==> src/rtl/bs_pkg.sv <==
// Shared defaults and helpers for the bitstream window buffer.
package bs_pkg;

  localparam int BS_WORD_W = 32;
  localparam int BS_WIN_W  = 48;
  localparam int BS_DEPTH  = 4;
  localparam int BS_PC_W   = 32;

  function automatic int clog2(input int value);
    int r;
    r = 0;
    while ((1 << r) < value) r++;
    return r;
  endfunction

endpackage

==> src/rtl/bs_window_shifter.sv <==
// Combinational MSB-first window extraction from DEPTH-1 concatenated ring words.
module bs_window_shifter
  import bs_pkg::*;
#(
  parameter int WORD_W = BS_WORD_W,
  parameter int DEPTH  = BS_DEPTH,
  parameter int WIN_W  = BS_WIN_W
) (
  input  logic [(DEPTH-1)*WORD_W-1:0] words,
  input  logic [clog2(WORD_W)-1:0]    off,
  output logic [WIN_W-1:0]            win
);

  localparam int CAT_W = (DEPTH - 1) * WORD_W;

  // Drop the first off bits, then keep the top WIN_W bits of what remains.
  assign win = WIN_W'((words << off) >> (CAT_W - WIN_W));

endmodule

==> src/rtl/bs_window_buffer.sv <==
// Bitstream ring buffer presenting a registered WIN_W-bit window at bit pointer pc.
// Optional macro BS_UNDERRUN_CNT_EN adds a saturating underrun_cnt output.
module bs_window_buffer
  import bs_pkg::*;
#(
  parameter int WORD_W = BS_WORD_W,
  parameter int DEPTH  = BS_DEPTH,
  parameter int WIN_W  = BS_WIN_W,
  parameter int PC_W   = BS_PC_W
) (
  input  logic              clk,
  input  logic              reset,
  input  logic              in_valid,
  input  logic [WORD_W-1:0] in_data,
  output logic              in_ready,
  input  logic [PC_W-1:0]   pc,
  input  logic              flush,
`ifdef BS_UNDERRUN_CNT_EN
  output logic [15:0]       underrun_cnt,
`endif
  output logic              win_valid,
  output logic [WIN_W-1:0]  win_data
);

  localparam int LW    = clog2(WORD_W);
  localparam int IDX_W = PC_W - LW;
  localparam int AW    = clog2(DEPTH);
  localparam int CNT_W = AW + 1;
  localparam int CAT_W = (DEPTH - 1) * WORD_W;

  logic [WORD_W-1:0] ring [DEPTH];
  logic [IDX_W-1:0]  base, w, last, end_idx, base_r, base_n;
  logic [CNT_W-1:0]  count, cnt_r, cnt_n;
  logic [LW-1:0]     off;
  logic [CAT_W-1:0]  cat;
  logic [WIN_W-1:0]  shifted;
  logic              win_cond, accept, keep, we;

  assign w        = pc[PC_W-1:LW];
  assign off      = pc[LW-1:0];
  assign last     = IDX_W'((pc + PC_W'(WIN_W - 1)) >> LW);
  assign end_idx  = base + IDX_W'(count);
  assign in_ready = (count < CNT_W'(DEPTH)) && !flush && !reset;
  assign accept   = in_valid && in_ready;
  assign keep     = (end_idx >= w);
  assign we       = accept && keep;
  assign win_cond = (base <= w) && (end_idx > last);

  // Ring words w, w+1, ... gathered oldest-first into the shifter input.
  for (genvar i = 0; i < DEPTH - 1; i++) begin : g_cat
    logic [AW-1:0] ra;
    assign ra = w[AW-1:0] + AW'(i);
    assign cat[CAT_W-1-i*WORD_W -: WORD_W] = ring[ra];
  end

  bs_window_shifter #(
    .WORD_W (WORD_W),
    .DEPTH  (DEPTH),
    .WIN_W  (WIN_W)
  ) u_shifter (
    .words (cat),
    .off   (off),
    .win   (shifted)
  );

  // Retire everything below w, then apply the accept (write or drop).
  always_comb begin
    base_r = base;
    cnt_r  = count;
    if (w > base) begin
      if (w < end_idx) begin
        base_r = w;
        cnt_r  = count - CNT_W'(w - base);
      end else begin
        base_r = end_idx;
        cnt_r  = '0;
      end
    end
    base_n = base_r;
    cnt_n  = cnt_r;
    if (accept) begin
      if (keep) cnt_n  = cnt_r + 1'b1;
      else      base_n = base_r + 1'b1;
    end
  end

  always_ff @(posedge clk or posedge reset) begin
    if (reset) begin
      base      <= '0;
      count     <= '0;
      win_valid <= 1'b0;
      win_data  <= '0;
    end else if (flush) begin
      base      <= w;
      count     <= '0;
      win_valid <= 1'b0;
    end else begin
      base      <= base_n;
      count     <= cnt_n;
      win_valid <= win_cond;
      if (win_cond) win_data <= shifted;
    end
  end

  always_ff @(posedge clk) begin
    if (we) ring[end_idx[AW-1:0]] <= in_data;
  end

`ifdef BS_UNDERRUN_CNT_EN
  always_ff @(posedge clk or posedge reset) begin
    if (reset)                                    underrun_cnt <= '0;
    else if (flush)                               underrun_cnt <= '0;
    else if (!win_cond && underrun_cnt != 16'hFFFF) underrun_cnt <= underrun_cnt + 16'd1;
  end
`endif

endmodule
==> config.mk <==
export PLATFORM = sky130hd
export DESIGN_NAME = bs_window_buffer
export DESIGN_NICKNAME = d
export VERILOG_FILES = /design/src/rtl/bs_pkg.sv /design/src/rtl/bs_window_shifter.sv /design/src/rtl/bs_window_buffer.sv
export SDC_FILE = /design/constraint.sdc
export NUM_CORES = 1
export LEC_CHECK = 0
export ABC_AREA = 1
export BUFFER_PORTS_ARGS = -buffer_cell sky130_fd_sc_hd__buf_2
export CELL_PAD_IN_SITES_DETAIL_PLACEMENT = 0
export CELL_PAD_IN_SITES_GLOBAL_PLACEMENT = 1
export CORE_MARGIN = 2
export CORE_UTILIZATION = 45
export CTS_CLUSTER_SIZE = 14
export DETAILED_ROUTE_END_ITERATION = 8
export GPL_ROUTABILITY_DRIVEN = 0
export PLACE_DENSITY_LB_ADDON = 0.1
export SLEW_MARGIN = 40
export SYNTH_ARGS = -nofsm -noshare
export SYNTH_HDL_FRONTEND = slang
export SYNTH_SLANG_ARGS = --single-unit
==> constraint.sdc <==
create_clock -name clk -period 8.6 [get_ports clk]
set_input_delay 1.72 -clock clk [delete_from_list [all_inputs] [get_ports clk]]
set_output_delay 1.72 -clock clk [all_outputs]
set_load 0.03 [all_outputs]
==> impl_metrics.json <==
{
  "status": "complete, no violations",
  "dieArea_sq_um": 40600,
  "layout.nets": 2663,
  "die_h_um": 201.5,
  "skew_ns": 0.01453,
  "pwr-share-clk_pct": 22.9,
  "ios": 118,
  "p_int_mw": 2.354,
  "worst_setup_path_start_kind": "flop",
  "grt_pass1_vias": 16320,
  "drt-pass1-iter-count": 6,
  "synth.distinct_cells": 57,
  "setup_viol": 0,
  "wirelength_um": 57670,
  "clk_latency_ns": 0.55,
  "synth_edf_count": 128,
  "reg2reg_to": "base[17]",
  "via_per_inst": 5.561,
  "clk_pin_slew_ns": 0.07,
  "worst_ep_required_time_ns": 9.04,
  "vias": 16920,
  "worst-endpoint-arrival_ns": 7.15,
  "synth_ff_type": "edfxtp_1",
  "grt_usage_pct": 28.23,
  "reg2reg_from": "count[2]",
  "num_rows": 72,
  "hold_path_class": "reg2reg",
  "area_delta_synth_final_pct": 9.168,
  "grt-ovfl-total": 0,
  "ant_nets": 0,
  "final_common_cell": "nand2_1",
  "io_buffers": 117,
  "finalCriticalPeriod_ns": 6.709,
  "h-tree-depth": 1,
  "grt_max_degree": 113,
  "fillerInstances": 3946,
  "cp-endpoint": "base[17]",
  "place_hpwl_um": 43290,
  "cts_setup_buffers": 0,
  "initial_core_util_pct": 45.52,
  "avgSynthCellArea_sq_um": 7.080,
  "p_leak_nw": 8.837,
  "regArea_sq_um": 5821,
  "ff2ff_setup_slack_ns": 1.89,
  "grt_first_pass_wirelength_um": 89830,
  "synth_area_sq_um": 17550,
  "die_width_um": 201.5,
  "drv_cap": 0,
  "cts.sinks": 207,
  "synth.ff_latch_count": 207,
  "p_sw_mw": 1.892,
  "power_frac_seq_pct": 31.8,
  "post_cts_resized": 0,
  "multi_input_area_sq_um": 10490,
  "cp_max_fo": 28,
  "reg2reg_depth": 27,
  "wl_per_cell_um": 18.96,
  "slew_violations": 0,
  "path_class": "reg2reg",
  "end_kind": "flop",
  "synthCells": 2479,
  "cts-root-buf": "clkbuf_16",
  "finalSetupTns_ns": 0,
  "postSynth.asyncResetShare_pct": 38.16,
  "antenna_found_initial": 1,
  "cts_made_buffers": 23,
  "vdd_drop_max_mv": 0.2160,
  "cts_tree": "done",
  "worst_slew_pin_slew_ns": 0.8300,
  "cts_hold_buf": 0,
  "ys_seq_area_share_pct": 33.16,
  "drive_above_1_share_pct": 9.952,
  "final_core_util_pct": 49.70,
  "clock_path_buffers": 3,
  "remaining_drc_errors": 0,
  "slew_headroom_pct": 44.08,
  "p_comb_share_pct": 45.4,
  "fmax_mhz": 149.1,
  "hold_viol": 0,
  "swShare_pct": 44.56,
  "syn_nets": 2637,
  "final_cell_mix": "nand2_1, nand3_1, o21ai_0, inv_1, edfxtp_1",
  "initialDrtViolationCount": 1284,
  "rsz0062_at_grt": "no",
  "ys_warn_count": 0,
  "power_density_nw_per_um2": 221.6,
  "min_period_over_period_pct": 78.01,
  "coreArea_sq_um": 38560,
  "crit_path_start": "count[2]"
}
-- routing by layer --
layer	track usage [%]	wire (um)	vias to the layer above
met4	14.23	3028	0
met1	33.30	23280	7925
met5	0	0	-
met3	2.494	2419	131
met2	51.23	28950	460
li1	-	-	8401
-- worst min path at each step --
| stage | slack [ns] | cells after the start | startpoint | end |
|---|---|---|---|---|
| floorplan | 0.60 | 3 | count[2] | count[2] |
| global placement | 0.45 | 2 | win_data[24] | win_data[24] |
| detailed placement | 0.45 | 2 | win_data[29] | win_data[29] |
| CTS | 0.47 | 2 | win_data[29] | win_data[29] |
| global route | 0.50 | 2 | win_data[32] | win_data[32] |
| finish | 0.46 | 2 | win_data[29] | win_data[29] |
-- state kept, by name, indices dropped and copies added (netlist names) --
name,flops
count,3
base,27
win_valid,1
ring,128
win_data,48
-- Yosys cell counts, types with 33 or more instances --
library cell,count,area (sq um)
a21oi_1,99,495.5
a32o_1,47,470.5
buf_1,33,123.9
clkbuf_1,81,304.0
dfrtp_1,79,1977
edfxtp_1,128,3844
ha_1,87,1089
inv_1,172,645.6
mux2i_1,85,850.8
nand2_1,911,3420
nand3_1,204,1021
nor2_1,88,330.3
o21ai_0,183,915.9
xor2_1,39,341.6
-- layout make-up --
cell class | instances | share of cell area, %
timing repair buffer | 141 | 4.029
tap | 518 | 3.383
sequential | 207 | 30.38
antenna | 2 | 0.02612
clock inverter | 12 | 0.5746
clock buffer | 30 | 3.298
inverter | 181 | 3.559
multi-input combinational | 1951 | 54.75
-- power by group through the flow --
stage                     registers [mW]  clock network (mW)  logic [mW]
after floorplan                     1.56                   0        1.15
after global placement              1.37                   0        1.90
after detailed placement            1.37                   0        1.92
after CTS                           1.35               0.992        1.93
after global routing                1.37                1.03        2.15
final                               1.35               0.970        1.93
-- logic make-up (layout without fill, tap and decap cells) --
kind of cell    Yosys count  after routing  share of synthesized area, %
fa+ha+maj                90             90                         6.544
flops                   207            207                         33.16
compound gates          413            413                         14.16
xor+xnor                 47             47                         2.345
buf+inv                 321            364                         7.285
mux                      85             85                         4.847
simple gates           1316           1316                         31.65
other cells               0              2                             0
-- through the flow --
stage	hold WS (ns)	std cells	setup WS [ns]	total power, mW	area [sq um]
after floorplan	0.5992	2479	1.801	2.703	17550
after global placement	0.4538	2998	1.698	3.268	18410
after detailed placement	0.4538	2998	1.450	3.285	18410
after CTS	0.4678	3040	1.864	4.268	19160
after global routing	0.4958	3041	1.351	4.549	19160
final	0.4645	3042	1.891	4.246	19160
-- worst max-delay path: stages (launching register included) --
cell	delay, ns
dfrtp_1	0.53
ha_1	0.43
nand3_1	0.09
nand2_1	0.27
nand2_2	0.16
nor2_1	0.19
nand4_1	0.27
or2_2	0.39
nor4_1	0.25
xor2_1	0.39
ha_1	0.20
nand2_1	0.10
nor4_2	0.74
nand3_1	0.15
nor2_1	0.11
nand2_1	0.11
nor2_4	0.19
nor2_8	0.13
nand2_8	0.26
nand2_1	0.18
nor2_4	0.34
nand2_1	0.16
nor2_2	0.22
nand3_2	0.14
nor2_4	0.21
nand4_1	0.12
nand3_1	0.10
nand2_1	0.05
No activity file was read; power rests on OpenSTA's default activity.
